===== config.mk =====
export PLATFORM = sky130hd
export DESIGN_NAME = fib_req_arb
export DESIGN_NICKNAME = d
export VERILOG_FILES = /design/src/rtl/fib_req_arb.sv
export SDC_FILE = /design/constraint.sdc
export NUM_CORES = 1
export LEC_CHECK = 0
export BUFFER_PORTS_ARGS = -buffer_cell sky130_fd_sc_hd__buf_2
export CORE_ASPECT_RATIO = 0.75
export CORE_MARGIN = 10
export CORE_UTILIZATION = 53
export CTS_BUF_LIST = sky130_fd_sc_hd__clkbuf_8
export DETAILED_ROUTE_END_ITERATION = 16
export PLACE_DENSITY = 0.88
export SETUP_SLACK_MARGIN = 0.1
export SYNTH_ARGS = -nofsm -noshare
export SYNTH_HDL_FRONTEND = slang
export SYNTH_SLANG_ARGS = --single-unit

===== constraint.sdc =====
create_clock -name iCLK -period 2.3 [get_ports iCLK]
set_clock_uncertainty 0.05 [all_clocks]
set_input_delay 0 -clock iCLK [delete_from_list [all_inputs] [get_ports iCLK]]
set_output_delay 0 -clock iCLK [all_outputs]
set_load 0.02 [all_outputs]

===== src/rtl/fib_req_arb.sv =====
// Two-requester round-robin arbiter in front of a shared BCD Fibonacci engine.
// Captures one operand per grant, drives the engine, and returns the result to its owner.
module fib_req_arb #(
  parameter int TMO_CYC = 1023
) (
  input  logic        iCLK,
  input  logic        iRESET_N,
  input  logic        iREQ0,
  input  logic        iREQ1,
  input  logic [15:0] iBCD_A0,
  input  logic [15:0] iBCD_A1,
  output logic        oGNT0,
  output logic        oGNT1,
  output logic        oVLD0,
  output logic        oVLD1,
  output logic [15:0] oBCD_R0,
  output logic [15:0] oBCD_R1,
  output logic        oOFLOW0,
  output logic        oOFLOW1,
  output logic        oENG_START,
  output logic [15:0] oENG_BCD,
  input  logic        iENG_READY,
  input  logic        iENG_DONE,
  input  logic        iENG_OFLOW,
  input  logic [15:0] iENG_BCD,
  output logic        oBUSY,
  output logic        oERR
);

  localparam int CW = (TMO_CYC < 2) ? 1 : $clog2(TMO_CYC + 1);

  typedef enum logic [1:0] {
    S_IDLE,
    S_ISSUE,
    S_WAIT,
    S_RESP
  } state_t;

  state_t        r_st;
  logic          r_own;
  logic          r_ptr;
  logic [CW-1:0] r_cnt;
  logic [15:0]   r_opnd;
  logic [15:0]   r_res;
  logic          r_res_of;
  logic          r_gnt0, r_gnt1;
  logic          r_vld0, r_vld1;
  logic [15:0]   r_bcd_r0, r_bcd_r1;
  logic          r_of0, r_of1;
  logic          r_start;
  logic          r_busy;
  logic          r_err;

  logic          w_pick;
  logic          w_bad;
  logic          w_tmo;

  // Both asking: the pointer decides; otherwise the lone requester wins.
  assign w_pick = (iREQ0 && iREQ1) ? r_ptr : iREQ1;

  assign w_bad = (r_opnd[3:0]   > 4'd9) || (r_opnd[7:4]   > 4'd9) ||
                 (r_opnd[11:8]  > 4'd9) || (r_opnd[15:12] > 4'd9);

  assign w_tmo = (r_cnt == CW'(TMO_CYC - 1));

  always_ff @(posedge iCLK) begin
    if (!iRESET_N) begin
      r_st     <= S_IDLE;
      r_own    <= 1'b0;
      r_ptr    <= 1'b0;
      r_cnt    <= '0;
      r_opnd   <= 16'h0000;
      r_res    <= 16'h0000;
      r_res_of <= 1'b0;
      r_gnt0   <= 1'b0;
      r_gnt1   <= 1'b0;
      r_vld0   <= 1'b0;
      r_vld1   <= 1'b0;
      r_bcd_r0 <= 16'h0000;
      r_bcd_r1 <= 16'h0000;
      r_of0    <= 1'b0;
      r_of1    <= 1'b0;
      r_start  <= 1'b0;
      r_busy   <= 1'b0;
      r_err    <= 1'b0;
    end else begin
      r_gnt0  <= 1'b0;
      r_gnt1  <= 1'b0;
      r_vld0  <= 1'b0;
      r_vld1  <= 1'b0;
      r_start <= 1'b0;
      unique case (r_st)
        S_IDLE: begin
          if (iREQ0 || iREQ1) begin
            r_own  <= w_pick;
            r_gnt0 <= ~w_pick;
            r_gnt1 <= w_pick;
            r_opnd <= w_pick ? iBCD_A1 : iBCD_A0;
            r_busy <= 1'b1;
            r_st   <= S_ISSUE;
          end
        end
        S_ISSUE: begin
          if (w_bad) begin
            r_res    <= 16'h0000;
            r_res_of <= 1'b1;
            r_st     <= S_RESP;
          end else if (iENG_READY) begin
            r_start <= 1'b1;
            r_cnt   <= '0;
            r_st    <= S_WAIT;
          end
        end
        S_WAIT: begin
          // A done arriving on the timeout cycle still counts as success.
          if (iENG_DONE) begin
            r_res    <= iENG_BCD;
            r_res_of <= iENG_OFLOW;
            r_st     <= S_RESP;
          end else if (w_tmo) begin
            r_res    <= 16'h0000;
            r_res_of <= 1'b1;
            r_err    <= 1'b1;
            r_st     <= S_RESP;
          end else begin
            r_cnt <= r_cnt + 1'b1;
          end
        end
        S_RESP: begin
          if (r_own) begin
            r_bcd_r1 <= r_res;
            r_of1    <= r_res_of;
            r_vld1   <= 1'b1;
          end else begin
            r_bcd_r0 <= r_res;
            r_of0    <= r_res_of;
            r_vld0   <= 1'b1;
          end
          r_ptr  <= ~r_own;
          r_busy <= 1'b0;
          r_st   <= S_IDLE;
        end
        default: r_st <= S_IDLE;
      endcase
    end
  end

  assign oGNT0      = r_gnt0;
  assign oGNT1      = r_gnt1;
  assign oVLD0      = r_vld0;
  assign oVLD1      = r_vld1;
  assign oBCD_R0    = r_bcd_r0;
  assign oBCD_R1    = r_bcd_r1;
  assign oOFLOW0    = r_of0;
  assign oOFLOW1    = r_of1;
  assign oENG_START = r_start;
  assign oENG_BCD   = r_opnd;
  assign oBUSY      = r_busy;
  assign oERR       = r_err;

endmodule


==> summary.md, run 1 <==
| Metric | Value |
|---|---|
| Area of the multi-input gates | 0.00175 mm^2 |
| Layout Utilization | 0.737 |
| Reg2reg end | r_res_of |
| Synth Instances | roughly 400 |
| Total GRT Usage | 0.207 |
| Setup TNS | 0 ps |
| Via count | 3577 |
| Cell Area, Synth | 0.00368 mm^2 |
| Final Max Tran Viols | 0 |
| Final min period | 2090 ps |
| Register area share after synthesis | 0.479 |
| Ant diodes | 0 |
| Clk pwr share | 0.241 |
| DRC violations left | 0 |
| Critical path origin | r_st[1] |
| Post-layout instance area | 0.00498 mm^2 |
| Cells along the critical path | inv_1 -> ha_1 -> inv_1 -> nor2_1 -> o31ai_1 -> dlygate4sd3_1 -> nor2_1 |
| Core Region | 0.00677 mm^2 |
| Clock-pin slew on the worst setup and hold paths | roughly 100 ps |
| Synth top area share | 0.479 |
| Sw Ratio | 0.385 |
| Syn_nets | ~460 |
| Synth area leader | dfxtp_1 |
| Leakage | 2.34 nW |
| Layout cell share with drive strength beyond 1 | 0.281 |
| Postcts setup bufs | 0 |
| Initial antenna violation count | 0 |
| Async S/R FF share, synth | 0 |
| Syn. warnings | 0 |
| Cell class contributing the biggest share of worst-path delay | buffers and inverters |
| CP startpoint kind | flip-flop |
| Max stage delay cell, worst path | dlygate4sd3_1 |
| First-pass GRT wire length | 18100 um |
| 1st-iter DRT viols | 312 |
| Peak VDD IR | 0.825 mV |
| CTS Sinks | 88 |
| R2r setup slk | 210 ps |
| PD cells | 875 mW/mm^2 |
| GRT overflow | 0 |
| Initial Util | 0.544 |
| CTS H-tree depth | 3 |
| Max Freq | 478 MHz |
| Clock Latency Late Sink | 360 ps |
| Crit path buffers/inverters | 3 |
| Hold Fails Final Rpt | 0 |
| Crit path kind | reg2reg |
| Setup-failing EPs final | 0 |
| WP data required | ~2500 ps |
| Mean routed wirelength per cell | 17.3 um |
| Worst Path Max Fanout | 6 |
| Final GP Congestion | 0.800 |
| Clk buf depth | 2 |
| Outcome | finished, final reports clean |
| HP Start | iREQ0 |
| Fillers | 465 |
| Largest net degree at the start of global routing | 37 |
| Number of CTS-inserted buffers | 9 |
| Number of synthesized flops with an enable pin | 0 |
| Slew @ Worst Pin | 751 ps |
| CTS tree | built |
| RSZ-0062 raised after global routing | no |
| Routed Antenna Nets | 0 |
| Slew Limit Headroom | 0.499 |
| Sequential Power Share | 0.423 |
| Critical Path Max Stage Delay | 590 ps |
| Type of the worst min-delay path | in2reg |
| Crit share post-route | 0.910 |
| Clk root buf | clkbuf_8 |
| Total die area | about 0.011 mm^2 |
| Final HPWL DP | 6840 um |
| Cell-internal power | about 0.0027 W |
| Vias in the first global route | 3629 |
| Chip width | 116 um |
| Mean area per synthesized cell | ~9.3 um^2 |
| Hold path cells | 4 |
| Critical Path Sink Type | flip-flop |
| Die Ht | 92.2 um |
| R2R Path Start | r_st[1] |
| Ys flop type | dfxtp_1 |
| FP Rows | 26 |
| IO Count | 112 |
| Total iterations of the first detailed-routing run | 7 |
| Net Switching | 0.00168 W |
| Worst-case reg-to-reg path depth | 7 |
| Area growth syn-to-layout | 35.4% |
| Register area | 0.00176 mm^2 |
| Post-DP Area | 0.00427 mm^2 |
| Total Nets Final | 611 |
| Drt total wl | 11100 um |
| Worst Hold End | r_own |
| Seq cells post-synth | 88 |
| DR vias/cell | 5.60 |
| Comb pwr share | 0.337 |
| Max_cap viols | 0 |
| IO Port Bufs | 111 |
| Dominant cells by area after synthesis | dfxtp_1 48%, nand2_1 8.0%, o211a_1 4.6% |
| Cell variety after synth | 46 |
| WP data arrival | 2310 ps |
## cell families after synthesis
family / count (synthesis) / synth area share
mux: 16 / 0.0435
fa+ha+maj: 6 / 0.0204
buf+inv: 35 / 0.0479
simple gates: 139 / 0.182
flops: 88 / 0.479
compound gates: 111 / 0.228
## cells in the final DEF (no fill, tap or decap), drive strengths merged, types with 11 or more instances in the layout
cell and count:
dfxtp 88, nand3 19, a21boi 18, a22o 17, nand2 78, o21ai 32
mux2i 16, buf 121, dlygate4sd3 51, inv 11, o211a 17, a21oi 11
## metal layers
| layer | GRT usage | vias to the layer above | part of all wire |
|---|---|---|---|
| met1 | 0.231 | 1669 | 0.40 |
| li1 | - | 1711 | - |
| met3 | 0.0768 | 27 | 0.094 |
| met4 | 0.0717 | 0 | 0.023 |
| met2 | 0.353 | 170 | 0.49 |
| met5 | 0 | - | 0 |
## tightest hold or removal path: stages
cell and delay, ps:
buf_2 100, o21ai_0 120, a22oi_1 190, nor2b_1 60
## synthesized netlist by cell type (6+ instances only)
cell type and count:
a21boi_0 17, nor2_1 7, a21oi_1 11, clkbuf_1 17, nand2_1 78, inv_1 7
and3_1 6, nand3_1 19, o21ai_0 27, o211a_1 17, mux2i_1 16, a22o_1 17
ha_1 6, dfxtp_1 88, or3_1 9
## per-stage QoR
step           instances  total power (W)  setup WS [ps]  hold slack [ps]
2_1_floorplan        395          0.00284            448             80.4
3_3_place_gp         572          0.00312            327              166
3_5_place_dp         572          0.00318            185              171
6_report             639          0.00436            206             95.3
5_1_grt              639          0.00459            102             89.5
4_1_cts              639          0.00431            159             26.2
## layout make-up
cell class | count | share of cell area
Sequential cell | 88 | 0.353
Multi-Input combinational cell | 272 | 0.351
Timing Repair Buffer | 172 | 0.229
Clock buffer | 9 | 0.0248
Tap cell | 84 | 0.0211
Clock inverter | 7 | 0.0151
Inverter | 7 | 0.00527
## registers in the layout, indices dropped and copies added (netlist names)
name	flops
oBCD_R0	16
oBCD_R1	16
oENG_BCD	16
r_cnt	10
r_own	1
oENG_START	1
oOFLOW1	1
oGNT0	1
r_res_of	1
oERR	1
oGNT1	1
oVLD0	1
r_st	2
r_res	16
oVLD1	1
r_ptr	1
oBUSY	1
oOFLOW0	1
## what timing repair did
action	in CTS	in global routing
hold buffers	51	0
gates resized for setup	0	1
hold endpoints to repair	34	0
endpoints found under the setup margin	0	8
## power by group through the flow
stage          Sequential, W  Clock (W)  Combinational (W)
3_5_place_dp         0.00187          0            0.00132
3_3_place_gp         0.00185          0            0.00127
4_1_cts              0.00183    0.00107            0.00141
5_1_grt              0.00186    0.00114            0.00158
2_1_floorplan        0.00199          0           0.000852
6_report             0.00184    0.00105            0.00147
## how the worst max path moves through the flow
stage / depth (start not counted) / slack [ps] / end
after global placement: 7 / 330 / r_cnt[9]
after floorplan: 8 / 450 / r_cnt[5]
final: 7 / 210 / r_res_of
after detailed placement: 7 / 190 / r_cnt[9]
after global routing: 7 / 100 / r_res_of
after CTS: 7 / 160 / r_cnt[9]
(Power assumes the default switching activity.)
==> inputs of run 2 (changes only) <==
--- a/config.mk
+++ b/config.mk
@@ -8,10 +8,10 @@
 export BUFFER_PORTS_ARGS = -buffer_cell sky130_fd_sc_hd__buf_2
 export CORE_ASPECT_RATIO = 0.75
 export CORE_MARGIN = 10
-export CORE_UTILIZATION = 53
+export CORE_UTILIZATION = 48
 export CTS_BUF_LIST = sky130_fd_sc_hd__clkbuf_8
 export DETAILED_ROUTE_END_ITERATION = 16
-export PLACE_DENSITY = 0.88
+export PLACE_DENSITY = 0.81
 export SETUP_SLACK_MARGIN = 0.1
 export SYNTH_ARGS = -nofsm -noshare
 export SYNTH_HDL_FRONTEND = slang
==> summary.md, run 2 (same netlist as run 1, synthesis figures left out) <==
| Metric | Value |
|---|---|
| PD cells | 880 mW/mm^2 |
| Setup-failing EPs final | 0 |
| Largest net degree at the start of global routing | 35 |
| Final GP Congestion | 0.790 |
| Met2 GRT Util | 0.324 |
| Final Max Tran Viols | 0 |
| Worst-case reg-to-reg path depth | 7 |
| Hold slack | between 50 and 60 ps |
| GRT overflow | 0 |
| Crit share post-route | 0.887 |
| IO Count | 112 |
| IO Port Bufs | 111 |
| Max stage delay cell, worst path | dfxtp_1 |
| FP Rows | 27 |
| R2r setup slk | around 260 ps |
| DR vias/cell | between 5 and 6 |
| Total iterations of the first detailed-routing run | 5 |
| Type of the worst min-delay path | in2reg |
| Clock Latency Late Sink | 360 ps |
| CP startpoint kind | flip-flop |
| Routed Antenna Nets | 0 |
| Worst Path Max Fanout | 10 |
| Layout cell share with drive strength beyond 1 | 0.282 |
| Cell class contributing the biggest share of worst-path delay | simple AND/OR/NAND/NOR gates |
| Critical Path Sink Type | flip-flop |
| Reg2reg end | r_cnt[9] |
| Via count | about 3500 |
| Slew @ Worst Pin | 720 ps |
| Outcome | finished, final reports clean |
| Postcts setup bufs | 0 |
| Total GRT Usage | 0.190 |
| Peak VDD IR | 0.555 mV |
| Leakage | 2.35 nW |
| Chip width | approximately 120 um |
| Commonest non-fill, non-tap cell in the layout | buf_2 |
| CTS tree | built |
| Final HPWL DP | 6960 um |
| Die Ht | 95.8 um |
| Initial Util | 0.498 |
| Crit path kind | reg2reg |
| Commonest cells after routing, fill and taps aside | 111 x buf_2, 87 x dfxtp_1, 78 x nand2_1, 51 x dlygate4sd3_1, 26 x o21ai_0 |
| Hold path cells | 4 |
| Total die area | 0.0116 mm^2 |
| Area growth syn-to-layout | 36.1% |
| GR Util met3 | 0.0813 |
| Worst Hold End | r_own |
| Cells along the critical path | inv_1 -> ha_2 -> and2_1 -> a41oi_4 -> nand4_1 -> or3_1 -> a21oi_1 |
| Critical Path Max Stage Delay | 400 ps |
| Clock-pin slew on the worst setup and hold paths | 90 ps |
| Clk buf depth | 2 |
| Drt total wl | 10900 um |
| RSZ-0062 raised after global routing | no |
| Number of CTS-inserted buffers | 9 |
| Setup TNS | 0 ps |
| DRC violations left | 0 |
| Ant diodes | 0 |
| Initial antenna violation count | 0 |
| Hold Fails Final Rpt | 0 |
| Mean routed wirelength per cell | 16.6 um |
| Clk root buf | clkbuf_8 |
| Slew Limit Headroom | 0.520 |
| Met1 Track Usage GR | 0.209 |
| CTS Sinks | roughly 90 |
| CTS H-tree depth | 3 |
| First-pass GRT wire length | 18000 um |
| GRT busiest layer | met2 |
| WP data arrival | approximately 2300 ps |
| Crit path buffers/inverters | 1 |
| Total Nets Final | 610 |
| 1st-iter DRT viols | 352 |
| Max Freq | 490 MHz |
| WP data required | 2530 ps |
| HP Start | iREQ0 |
| Final min period | 2040 ps |
| R2R Path Start | r_st[0] |
| Vias in the first global route | 3636 |
| Core Region | 0.00740 mm^2 |
| Max_cap viols | 0 |
-- run 2: changes by cell type in the layout (fill, tap and decap cells not counted), sizes merged --
cell	delta
bufinv	+1
buf	-1
inv	-1
clkinvlp	-1
clkbuf	+1
-- run 2: power by group --
group / switching, W / leakage (nW) / internal, W / total (W)
clock network: 0.000567 / 0.109 / 0.000547 / 0.00111
logic: 0.000892 / 1.53 / 0.000557 / 0.00145
registers: 0.000153 / 0.715 / 0.00170 / 0.00185
-- run 2: cell type report --
cell class,count,area (um^2)
multi-input cells,272,1750
well taps,101,126
fillers,575,2390
repair buffers,171,1130
inverters,7,26.3
clock inverters,6,72.6
clock buffers,10,138
flip-flops and latches,88,1760
-- run 2: worst max-delay path by stage --
stage	start	end	slack [ps]	cells past startpoint
after floorplan	r_st[0]	r_cnt[5]	450	8
after global routing	r_st[0]	r_cnt[9]	130	7
final	r_st[0]	r_cnt[9]	260	7
after CTS	r_st[0]	r_cnt[9]	180	7
after detailed placement	r_st[0]	r_cnt[9]	220	7
after global placement	r_st[0]	r_cnt[5]	320	7
-- run 2: per-layer routing --
| layer | routed length, um | vias to the layer above |
|---|---|---|
| met1 | 4510 | 1643 |
| met4 | 206 | 0 |
| met5 | 0 | - |
| met2 | 5260 | 125 |
| met3 | 907 | 17 |
| li1 | - | 1702 |
-- run 2: what timing repair did --
action / CTS / global route
endpoints found under the setup margin: 0 / 16
hold endpoints to repair: 34 / 0
hold buffers: 51 / 0
gates resized for setup: 0 / 2
-- run 2: tightest hold or removal path, stage by stage --
cell and delay [ps]:
buf_2 100, o21ai_0 100, a22oi_1 150, nor2b_1 70
-- run 2: metrics by stage --
stage / setup WS, ps / area (um^2) / total power [W] / cells / util
floorplan: 448 / 3680 / 0.00284 / 395 / -
global placement: 323 / 4290 / 0.00313 / 588 / 0.579
detailed placement: 218 / 4290 / 0.00319 / 588 / 0.579
CTS: 177 / 5010 / 0.00438 / 655 / 0.677
global route: 128 / 5010 / 0.00468 / 655 / 0.677
finish: 260 / 5010 / 0.00441 / 655 / 0.677
